`src/rtl/multi_rate_clock_gen.sv`:
```
// NUM_CH divided clocks with per-channel tick strobes; divisors CLK_FREQ/rate come from one shared
// restoring divider. Define TICK_CNT_EN to add per-channel 16-bit tick counters on tick_cnt_o.
module multi_rate_clock_gen #(
  parameter int CLK_FREQ = 50000000,
  parameter int NUM_CH   = 4,
  parameter int RATE_W   = 26,
  parameter int DIV_W    = 26
) (
  input  logic                     clk_i,
  input  logic                     rst_i,
  input  logic [NUM_CH-1:0]        en_i,
  input  logic [NUM_CH*RATE_W-1:0] rate_i,
  input  logic                     sync_restart_i,
  output logic [NUM_CH-1:0]        clk_out_o,
  output logic [NUM_CH-1:0]        tick_o,
  output logic [NUM_CH-1:0]        div_valid_o,
  output logic                     busy_o
`ifdef TICK_CNT_EN
  ,
  output logic [NUM_CH*16-1:0]     tick_cnt_o
`endif
);

  localparam int PTR_W = (NUM_CH > 1) ? $clog2(NUM_CH) : 1;
  localparam int CNT_W = $clog2(DIV_W) + 1;

  typedef enum logic [1:0] {S_IDLE, S_LOAD, S_DIVIDE, S_STORE} state_t;

  state_t                        state_q, state_d;
  logic [PTR_W-1:0]              ptr_q, ptr_d, ptr_inc_s;
  logic [NUM_CH-1:0][RATE_W-1:0] rate_s, latched_q, latched_d;
  logic [RATE_W-1:0]             divisor_q, divisor_d, rem_q, rem_d;
  logic [DIV_W-1:0]              quot_q, quot_d, store_val_s;
  logic [CNT_W-1:0]              bitcnt_q, bitcnt_d;
  logic [RATE_W:0]               rem_sh_s, rem_diff_s;
  logic                          store_s, busy_q;

  logic [NUM_CH-1:0][DIV_W-1:0]  count_q, count_d, active_q, active_d, pend_div_q, pend_div_d;
  logic [NUM_CH-1:0]             pend_q, pend_d, clk_out_q, clk_out_d, tick_q, tick_d;
  logic [NUM_CH-1:0]             div_valid_q, div_valid_d, term_s, apply_s;

  assign rate_s     = rate_i;
  assign ptr_inc_s  = (ptr_q == PTR_W'(NUM_CH - 1)) ? '0 : ptr_q + PTR_W'(1);
  assign rem_sh_s   = {rem_q, quot_q[DIV_W-1]};
  assign rem_diff_s = rem_sh_s - {1'b0, divisor_q};
  // rate 0 means "stopped"; quotients below 2 cannot form a clock, so clamp them.
  assign store_val_s = (divisor_q == '0) ? '0 :
                       (quot_q < DIV_W'(2)) ? DIV_W'(2) : quot_q;

  // Scheduler next state: scan channels, run one restoring division per changed rate.
  always_comb begin
    state_d   = state_q;
    ptr_d     = ptr_q;
    latched_d = latched_q;
    divisor_d = divisor_q;
    rem_d     = rem_q;
    quot_d    = quot_q;
    bitcnt_d  = bitcnt_q;
    store_s   = 1'b0;
    case (state_q)
      S_IDLE: begin
        if (rate_s[ptr_q] != latched_q[ptr_q]) begin
          state_d = S_LOAD;
        end else begin
          ptr_d = ptr_inc_s;
        end
      end
      S_LOAD: begin
        latched_d[ptr_q] = rate_s[ptr_q];
        divisor_d        = rate_s[ptr_q];
        rem_d            = '0;
        quot_d           = DIV_W'(CLK_FREQ);
        bitcnt_d         = '0;
        state_d          = S_DIVIDE;
      end
      S_DIVIDE: begin
        // Dividend bits shift out of quot_q's MSB while quotient bits shift in at the LSB.
        if (rem_sh_s >= {1'b0, divisor_q}) begin
          rem_d  = rem_diff_s[RATE_W-1:0];
          quot_d = {quot_q[DIV_W-2:0], 1'b1};
        end else begin
          rem_d  = rem_sh_s[RATE_W-1:0];
          quot_d = {quot_q[DIV_W-2:0], 1'b0};
        end
        if (bitcnt_q == CNT_W'(DIV_W - 1)) begin
          state_d = S_STORE;
        end else begin
          bitcnt_d = bitcnt_q + CNT_W'(1);
        end
      end
      S_STORE: begin
        store_s = 1'b1;
        ptr_d   = ptr_inc_s;
        state_d = S_IDLE;
      end
      default: state_d = S_IDLE;
    endcase
  end

  // Scheduler registers.
  always_ff @(posedge clk_i) begin
    if (rst_i) begin
      state_q   <= S_IDLE;
      ptr_q     <= '0;
      latched_q <= '0;
      divisor_q <= '0;
      rem_q     <= '0;
      quot_q    <= '0;
      bitcnt_q  <= '0;
      busy_q    <= 1'b0;
    end else begin
      state_q   <= state_d;
      ptr_q     <= ptr_d;
      latched_q <= latched_d;
      divisor_q <= divisor_d;
      rem_q     <= rem_d;
      quot_q    <= quot_d;
      bitcnt_q  <= bitcnt_d;
      busy_q    <= (state_d == S_LOAD) || (state_d == S_DIVIDE);
    end
  end

  for (genvar g = 0; g < NUM_CH; g++) begin : g_ch
    assign term_s[g]  = (count_q[g] == active_q[g] - DIV_W'(1));
    assign apply_s[g] = pend_q[g] && ((active_q[g] == '0) || term_s[g] || !en_i[g]);
  end

  // Per-channel counters; a new divisor only lands on a period boundary or while idle.
  always_comb begin
    count_d     = count_q;
    active_d    = active_q;
    pend_div_d  = pend_div_q;
    pend_d      = pend_q;
    clk_out_d   = '0;
    tick_d      = '0;
    div_valid_d = '0;
    for (int i = 0; i < NUM_CH; i++) begin
      if (sync_restart_i || !en_i[i] || (active_q[i] == '0)) begin
        count_d[i] = '0;
      end else if (term_s[i]) begin
        count_d[i]   = '0;
        tick_d[i]    = 1'b1;
        clk_out_d[i] = (count_q[i] >= (active_q[i] >> 1));
      end else begin
        count_d[i]   = count_q[i] + DIV_W'(1);
        clk_out_d[i] = (count_q[i] >= (active_q[i] >> 1));
      end
      if (apply_s[i]) begin
        active_d[i] = pend_div_q[i];
        pend_d[i]   = 1'b0;
        count_d[i]  = '0;
      end else begin
        active_d[i] = active_q[i];
      end
      if (store_s && (ptr_q == PTR_W'(i))) begin
        pend_div_d[i] = store_val_s;
        pend_d[i]     = 1'b1;
      end else begin
        pend_div_d[i] = pend_div_d[i];
      end
      div_valid_d[i] = (active_d[i] != '0);
    end
  end

  // Per-channel registers and registered outputs.
  always_ff @(posedge clk_i) begin
    if (rst_i) begin
      count_q     <= '0;
      active_q    <= '0;
      pend_div_q  <= '0;
      pend_q      <= '0;
      clk_out_q   <= '0;
      tick_q      <= '0;
      div_valid_q <= '0;
    end else begin
      count_q     <= count_d;
      active_q    <= active_d;
      pend_div_q  <= pend_div_d;
      pend_q      <= pend_d;
      clk_out_q   <= clk_out_d;
      tick_q      <= tick_d;
      div_valid_q <= div_valid_d;
    end
  end

  assign clk_out_o   = clk_out_q;
  assign tick_o      = tick_q;
  assign div_valid_o = div_valid_q;
  assign busy_o      = busy_q;

`ifdef TICK_CNT_EN
  logic [NUM_CH-1:0][15:0] tick_cnt_q;

  // Tick counters advance on the same edge the tick strobe rises.
  always_ff @(posedge clk_i) begin
    if (rst_i || sync_restart_i) begin
      tick_cnt_q <= '0;
    end else begin
      for (int i = 0; i < NUM_CH; i++) begin
        if (tick_d[i]) begin
          tick_cnt_q[i] <= tick_cnt_q[i] + 16'd1;
        end else begin
          tick_cnt_q[i] <= tick_cnt_q[i];
        end
      end
    end
  end

  assign tick_cnt_o = tick_cnt_q;
`endif

endmodule

```
`config.mk`:
```
export PLATFORM = sky130hd
export DESIGN_NAME = multi_rate_clock_gen
export DESIGN_NICKNAME = d
export VERILOG_FILES = /design/src/rtl/multi_rate_clock_gen.sv
export SDC_FILE = /design/constraint.sdc
export NUM_CORES = 1
export LEC_CHECK = 0
export CAP_MARGIN = 0
export CORE_AREA = 5 5 250 252
export DETAILED_ROUTE_END_ITERATION = 10
export DIE_AREA = 0 0 255 257
export PLACE_DENSITY = 0.66
export SETUP_SLACK_MARGIN = 0.4
export SYNTH_ARGS = -nofsm -noshare
export SYNTH_HDL_FRONTEND = slang
export SYNTH_SLANG_ARGS = --single-unit
```
`constraint.sdc`:
```
create_clock -name clk_i -period 6.95 [get_ports clk_i]
set_clock_uncertainty 0.15 [all_clocks]
set_input_delay 2.085 -clock clk_i [delete_from_list [all_inputs] [get_ports clk_i]]
set_output_delay 2.085 -clock clk_i [all_outputs]
set_load 0.05 [all_outputs]
```
## After elaboration in Yosys (flattened, before gate mapping)

Index checks and enable logic that the tools add are counted.

- Add/sub/neg operators: 11
- Reduce and logical (&&, ||, !) cells: 57
- Muxes and demuxes: 38
- Equal/unequal tests: 16
- Order comparisons: 8

Operators by type and width:

| operator | number |
|---|---|
| two-way mux 26 bit | 10 |
| logical NOT 26 bit | 5 |
| adder 26 x 1 -> 26 bit, second input constant | 4 |
| binary-select mux 26 bit (select 2 bit) | 2 |
| bitwise mux 104 bit | 1 |
| == test 26 bit | 4 |
| greater-or-equal comparator 26 x 25 -> 1 bit | 4 |
| case mux 26 bit (2 select lines) | 2 |
| nonzero test 26 bit | 4 |
| subtractor 26 x 1 -> 26 bit, second input constant | 4 |
| demux 26 bit (select 2 bit) | 1 |
| greater-or-equal comparator 27 x 26 -> 1 bit | 1 |
| less-than comparator 26 x 2 -> 1 bit, second input constant | 1 |
| != test 26 bit | 1 |
| subtractor 26 bit | 1 |
| logical OR 1 bit | 17 |
| OR reduction 4 bit | 4 |
| two-way mux 1 bit | 14 |
| case mux 6 bit (2 select lines) | 1 |
| nonzero test 2 bit | 6 |
| == test 2 bit, second input constant | 5 |
| logical AND 1 bit | 9 |
| two-way mux 2 bit | 4 |
| case mux 2 bit (4 select lines) | 1 |
| other kinds (13) | 24 |

- Flip-flop bits (word level): 521

## Depth between registers and ports, before layout

- Depth after elaboration: 7
- Mapped depth: 15
- Gate-level depth less buffers: 12

## Worst setup path before layout

No wires, ideal clock.

- Path kind: input port to flip-flop
- Start point: in rate_i[97]
- End point: reg ptr_q[0]
- Arrival time: 3810 ps
- Stages on the path: 7
- Slack: 2920 ps
- Cell sequence: mux4_2 xnor2_1 nand4_1 nor4_1 a32oi_1 or3_1 a21oi_1

- Cells in the longest elaborated chain, start to end: 5

RTL lines:

| element | line | text |
|---|---|---|
| from (decl) | 12 | `input logic [NUM_CH*RATE_W-1:0] rate_i,` |
| binary-select mux 26 bit (select 2 bit) | 62 | `if (rate_s[ptr_q] != latched_q[ptr_q]) begin` |
| two-way mux 26 bit (implied by the code) | 62 |  |
| != test 26 bit | 62 |  |
| != test 2 bit (no source line) | - |  |
| AND reduction 2 bit (no source line) | - |  |
| to (signal assigned) | 113 | `ptr_q <= ptr_d;` |
| to (decl) | 30 | `logic [PTR_W-1:0] ptr_q, ptr_d, ptr_inc_s;` |

Every way passes these cells. The select of a mux whose other input is x is not followed.
A chain may end at the register's enable or synchronous reset.

## Worst setup path in the final report

- Start point: reg active_q[79] (netlist bit)
- End point: reg active_q[81] (netlist bit)

- Cells in the longest elaborated chain, start to end: 6
- Elaborated cells between the ends (all ways): 7
- Those cells by class: 1 x add/sub; 1 x eq/ne; 1 x mux; 4 x reduce/logical

RTL lines:

| element | line | text |
|---|---|---|
| from (decl) | 38 | `logic [NUM_CH-1:0][DIV_W-1:0] count_q, count_d, active_q, active_d, pend_div_q, pend_div_d;` |
| from (signal assigned) | 177 | `active_q <= active_d;` |
| subtractor 26 x 1 -> 26 bit | 124 | `assign term_s[g] = (count_q[g] == active_q[g] - DIV_W'(1));` |
| == test 26 bit | 124 |  |
| logical OR 1 bit (*) (2 in series) | 125 | `assign apply_s[g] = pend_q[g] && ((active_q[g] == '0) \|\| term_s[g] \|\| !en_i[g]);` |
| logical AND 1 bit (*) | 125 |  |
| two-way mux 26 bit (*) | 148 | `if (apply_s[i]) begin` |

Mark *: on every way between the ends. The rest lies on a longest branch, timed or not.

==> impl_table.tex <==
\begin{tabular}{lr}
\hline
Metric & Value \\
\hline
\multicolumn{2}{l}{\textbf{Run status}} \\
\quad Run status & finished clean \\
\multicolumn{2}{l}{\textbf{Power and ir drop}} \\
\quad Static leakage & 12.5 nW \\
\quad Part of the power in the clock network & 38.6\% \\
\quad Power density over the cells & 266 nW/µm² \\
\quad Int Power & 6.08 mW \\
\quad Combinational fraction of design power & 24.0\% \\
\quad Register share of total power & 37.4\% \\
\quad Power spent charging and discharging nets & 2.65 mW \\
\quad Share of total power consumed by net switching & 30.4\% \\
\quad Worst-case vdd ir drop & 243 µV \\
\multicolumn{2}{l}{\textbf{Route}} \\
\quad Via total after detailed routing & 24,343 \\
\quad Average routed wire per standard cell & 16.8 µm \\
\quad Number of remaining DRC errors & 0 \\
\quad Iteration count of the initial detailed-routing pass & 6 \\
\quad Via-per-instance ratio & 5.57 \\
\quad DRT Wirelength & 73,500 µm \\
\quad Count of routing violations after the opening detailed-route iteration & 1,765 \\
\quad Number of nets still failing antenna checks after routing & 0 \\
\multicolumn{2}{l}{\textbf{Timing}} \\
\quad Final cycle utilization of the critical path & 63.5\% \\
\quad Total Negative Setup Slacks & 0 ns \\
\quad Hold Violations, Final & 0 \\
\quad Setup repair after global routing missed its margin & no \\
\quad Count of final max-slew check failures & 0 \\
\quad Headroom to the max-slew limit & 22.4\% \\
\quad Worst-margin pin slew & 1.16 ns \\
\quad Fmax & 226 MHz \\
\quad Total of endpoints with negative setup slack in the final report & 0 \\
\quad Shortest clock period the worst path allows after layout & 4.42 ns \\
\multicolumn{2}{l}{\textbf{Layout}} \\
\quad Post-layout net count & 3,796 \\
\quad Fin area & 32,800 µm² \\
\quad Fillcell total & 5,641 \\
\quad Share of layout cells above drive strength 1 & 6.16\% \\
\quad Area overhead of the layout relative to synthesis & 13.3\% \\
\quad N\_diodes & 0 \\
\multicolumn{2}{l}{\textbf{Worst hold path}} \\
\quad Start point of the worst hold path & latched\_q[58]\$\_SDFFE\_PP0P\_ \\
\quad Worst Hold Path Cells & 2 \\
\quad Worst Hold End & latched\_q[58]\$\_SDFFE\_PP0P\_ \\
\quad Min-Delay Path Class & reg -> reg \\
\multicolumn{2}{l}{\textbf{Yosys}} \\
\quad Cell types with the largest area share after synthesis & sky130\_fd\_sc\_hd\_\_dfxtp\_1, sky130\_fd\_sc\_hd\_\_nor2\_1, sky130\_fd\_sc\_hd\_\_ha\_1 \\
\quad Flip-flop and latch count after synthesis & 521 \\
\quad Nets in the synthesized netlist & 3,770 \\
\quad Unique masters post-synth & 84 \\
\quad Synth top area share & 36.0\% \\
\quad Post-synthesis instance total & 3,510 \\
\quad Number of enable flip-flop cells after synthesis & 0 \\
\quad Sequential share of the synthesized area & 36.0\% \\
\quad Ys async rst share & 0\% \\
\quad Area leader, netlist & sky130\_fd\_sc\_hd\_\_dfxtp\_1 \\
\quad Mapped Area & 29,000 µm² \\
\quad Most used DFF post-synth & sky130\_fd\_sc\_hd\_\_dfxtp\_1 \\
\quad Warnings, synthesis & 0 \\
\quad Mean Syn Cell Area & 8.25 µm² \\
\multicolumn{2}{l}{\textbf{Clock tree}} \\
\quad Clock-pin slew on the worst setup and hold paths & 0.06 ns \\
\quad Clock tree from TritonCTS & done \\
\quad Root buf cell & sky130\_fd\_sc\_hd\_\_clkbuf\_16 \\
\quad CTS Sinks & 521 \\
\quad Clock latency on the worst-skew pair & 0.61 ns \\
\quad Post CTS Setup Buffer Count & 0 \\
\quad CTS H-tree lvls & 2 \\
\quad Hold buffer count at cts & 0 \\
\quad Gates resized, CTS repair & 0 \\
\quad CTS Buf Count & 59 \\
\quad Maximum clock insertion buffer count & 3 \\
\multicolumn{2}{l}{\textbf{Global routing}} \\
\quad Vias in the first global route & 23,144 \\
\quad Global-route wire length before repair & 120,000 µm \\
\quad Antenna violations before repair & 0 \\
\quad GRT Residual Overflow & 0 \\
\quad Largest net degree at the start of global routing & 150 \\
\quad Tot GR Track Use & 21.8\% \\
\multicolumn{2}{l}{\textbf{Placement}} \\
\quad HPWL reported at the end of detailed placement & 52,000 µm \\
\quad Routability congestion estimate from global placement & 0.899 \\
\quad I/O Buffers & 123 \\
\quad Instance area at placement & 30,700 µm² \\
\multicolumn{2}{l}{\textbf{Floorplan}} \\
\quad Ports placed on the boundary & 124 \\
\quad Die Wd & 255 µm \\
\quad Die extent in y & 257 µm \\
\quad Initial Utilization & 48.4\% \\
\quad Number of placement rows & 90 \\
\quad Area of the die & 65,500 µm² \\
\quad Core Box Area & 59,900 µm² \\
\multicolumn{2}{l}{\textbf{Setup path}} \\
\quad Number of cells traversed by the worst register-to-register path & 11 \\
\quad Critical path peak fanout & 28 \\
\quad Data arrival time at the worst-slack endpoint & 4.73 ns \\
\quad Startpoint of the most critical register-to-register path & active\_q[79]\$\_SDFF\_PP0\_ \\
\quad Crit. End Element & flop \\
\quad Required @ worst endpoint & 7.27 ns \\
\quad Worst r2r dst & active\_q[81]\$\_SDFF\_PP0\_ \\
\quad Worst Path Class, Setup & reg -> reg \\
\quad Setup slack of the most critical reg-to-reg path & 2.53 ns \\
\quad CP startpoint kind & flop \\
\multicolumn{2}{l}{\textbf{Run}} \\
\quad Number of violations of the max-capacitance limit & 0 \\
\hline
\end{tabular}
[registers in the layout (all words and copies together), names as in the netlist]
name and count:
pend_div_q 104, ptr_q 2, clk_out_o 4, tick_o 4, active_q 104, div_valid_o 4
rem_q 26, state_q 2, count_q 104, bitcnt_q 6, latched_q 104, busy_o 1
pend_q 4, divisor_q 26, quot_q 26
[cells in the final DEF, fill, tap and decap left out, types with 8 or more instances in the layout]
master,instances
sky130_fd_sc_hd__ha_1,147
sky130_fd_sc_hd__and4_1,15
sky130_fd_sc_hd__o21ai_0,79
sky130_fd_sc_hd__nor3_1,57
sky130_fd_sc_hd__xnor2_1,155
sky130_fd_sc_hd__o211ai_1,14
sky130_fd_sc_hd__o31ai_1,11
sky130_fd_sc_hd__buf_4,28
sky130_fd_sc_hd__inv_1,181
sky130_fd_sc_hd__clkinv_2,10
sky130_fd_sc_hd__nand2b_1,26
sky130_fd_sc_hd__a311oi_1,13
sky130_fd_sc_hd__a21o_1,25
sky130_fd_sc_hd__o21a_1,12
sky130_fd_sc_hd__nor4b_1,8
sky130_fd_sc_hd__nor2_1,537
sky130_fd_sc_hd__or2_2,9
sky130_fd_sc_hd__xor2_1,108
sky130_fd_sc_hd__and3_1,34
sky130_fd_sc_hd__or3_1,15
sky130_fd_sc_hd__o2111ai_1,10
sky130_fd_sc_hd__or4_1,14
sky130_fd_sc_hd__clkbuf_16,59
sky130_fd_sc_hd__a21oi_1,296
sky130_fd_sc_hd__a211oi_1,20
sky130_fd_sc_hd__mux2i_1,167
sky130_fd_sc_hd__nor4_1,73
sky130_fd_sc_hd__clkdlybuf4s50_1,122
sky130_fd_sc_hd__nor2b_1,24
sky130_fd_sc_hd__mux4_2,52
sky130_fd_sc_hd__clkbuf_8,10
sky130_fd_sc_hd__bufinv_16,11
sky130_fd_sc_hd__dfxtp_1,519
sky130_fd_sc_hd__and2_1,12
sky130_fd_sc_hd__nand2_1,368
sky130_fd_sc_hd__nand3_1,112
sky130_fd_sc_hd__nand4_1,87
sky130_fd_sc_hd__clkbuf_1,8
[through the flow]
stage	setup slack, ns	power, mW	instances	hold WS, ns	util, %
6_report	2.53	8.72	4367	0.302	54.8
5_1_grt	2.13	9.14	4367	0.317	54.8
4_1_cts	2.54	8.82	4367	0.305	54.8
3_5_place_dp	2.15	5.42	4257	0.296	51.2
3_3_place_gp	2.14	5.41	4257	0.289	51.2
2_1_floorplan	2.92	4.88	3510	0.283	-
[how the worst max path moves through the flow]
stage               slack [ns]  cells past startpoint                         to                     from
detailed placement        2.15                      8      ptr_q[0]$_SDFFE_PP0P_               rate_i[69]
global route              2.13                     11  div_valid_o[3]$_SDFF_PP0_  active_q[79]$_SDFF_PP0_
floorplan                 2.92                      7      ptr_q[0]$_SDFFE_PP0P_               rate_i[97]
CTS                       2.54                     11    active_q[81]$_SDFF_PP0_  active_q[79]$_SDFF_PP0_
global placement          2.14                      8      ptr_q[0]$_SDFFE_PP0P_               rate_i[69]
finish                    2.53                     11    active_q[81]$_SDFF_PP0_  active_q[79]$_SDFF_PP0_
[per-layer routing]
| layer | track usage (%) | up-vias | share of wire, % |
|---|---|---|---|
| met1 | 29.7 | 11387 | 46 |
| met3 | 2.97 | 130 | 4.6 |
| met5 | 0 | - | 0 |
| li1 | - | 12294 | - |
| met4 | 6.81 | 0 | 2.8 |
| met2 | 35.9 | 532 | 47 |
[layout make-up]
type | count | area, µm² | share of cell area (%)
inverter | 181 | 679 | 2.07
clock inverter | 33 | 480 | 1.46
multi-input combinational | 2621 | 17100 | 52.2
sequential | 521 | 10400 | 31.8
timing repair buffer | 152 | 1470 | 4.47
clock buffer | 77 | 1640 | 5.01
tap | 782 | 978 | 2.98
[power groups by stage]
stage	combinational [mW]	sequential, mW	clock [mW]
finish	2.09	3.26	3.37
global route	2.30	3.28	3.57
CTS	2.11	3.26	3.45
detailed placement	2.10	3.32	0
global placement	2.09	3.32	0
floorplan	1.61	3.27	0
[worst max-delay path, cell delays in order (launching register included)]
cell and delay (ns):
sky130_fd_sc_hd__dfxtp_1 0.38, sky130_fd_sc_hd__inv_1 0.11, sky130_fd_sc_hd__ha_1 0.22, sky130_fd_sc_hd__nor3b_2 0.39, sky130_fd_sc_hd__nand3_2 0.22, sky130_fd_sc_hd__or4_1 0.54, sky130_fd_sc_hd__a2111oi_0 0.42, sky130_fd_sc_hd__nand4_1 0.12
sky130_fd_sc_hd__or4_1 0.50, sky130_fd_sc_hd__o22ai_4 0.89, sky130_fd_sc_hd__mux2i_1 0.28, sky130_fd_sc_hd__nor2_1 0.06
[synth_stat cells, types with 13 or more instances]
cell and instances:
sky130_fd_sc_hd__nand4_1 87, sky130_fd_sc_hd__nor3_1 57, sky130_fd_sc_hd__nand3_1 112, sky130_fd_sc_hd__xor2_1 108, sky130_fd_sc_hd__nor4_1 73, sky130_fd_sc_hd__a311oi_1 13, sky130_fd_sc_hd__a211oi_1 20, sky130_fd_sc_hd__mux4_2 52
sky130_fd_sc_hd__ha_1 148, sky130_fd_sc_hd__a21oi_1 296, sky130_fd_sc_hd__or3_1 15, sky130_fd_sc_hd__nor2b_1 24, sky130_fd_sc_hd__dfxtp_1 521, sky130_fd_sc_hd__and3_1 34, sky130_fd_sc_hd__inv_1 181, sky130_fd_sc_hd__a21o_1 25
sky130_fd_sc_hd__o211ai_1 14, sky130_fd_sc_hd__buf_1 16, sky130_fd_sc_hd__xnor2_1 155, sky130_fd_sc_hd__nand2_1 368, sky130_fd_sc_hd__nand2b_1 26, sky130_fd_sc_hd__clkbuf_1 147, sky130_fd_sc_hd__o21ai_0 79, sky130_fd_sc_hd__mux2i_1 167
sky130_fd_sc_hd__or4_1 14, sky130_fd_sc_hd__and4_1 15, sky130_fd_sc_hd__nor2_1 537
[cell families after synthesis]
kind of cell    after synthesis  synth area share, %
simple gates               1429                 23.0
compound gates              560                 11.6
flops                       521                 36.0
buf+inv                     368                 5.08
xor+xnor                    263                 7.95
mux                         220                 9.85
fa+ha+maj                   149                 6.46
Note: power is estimated with default switching activity, not from simulation.
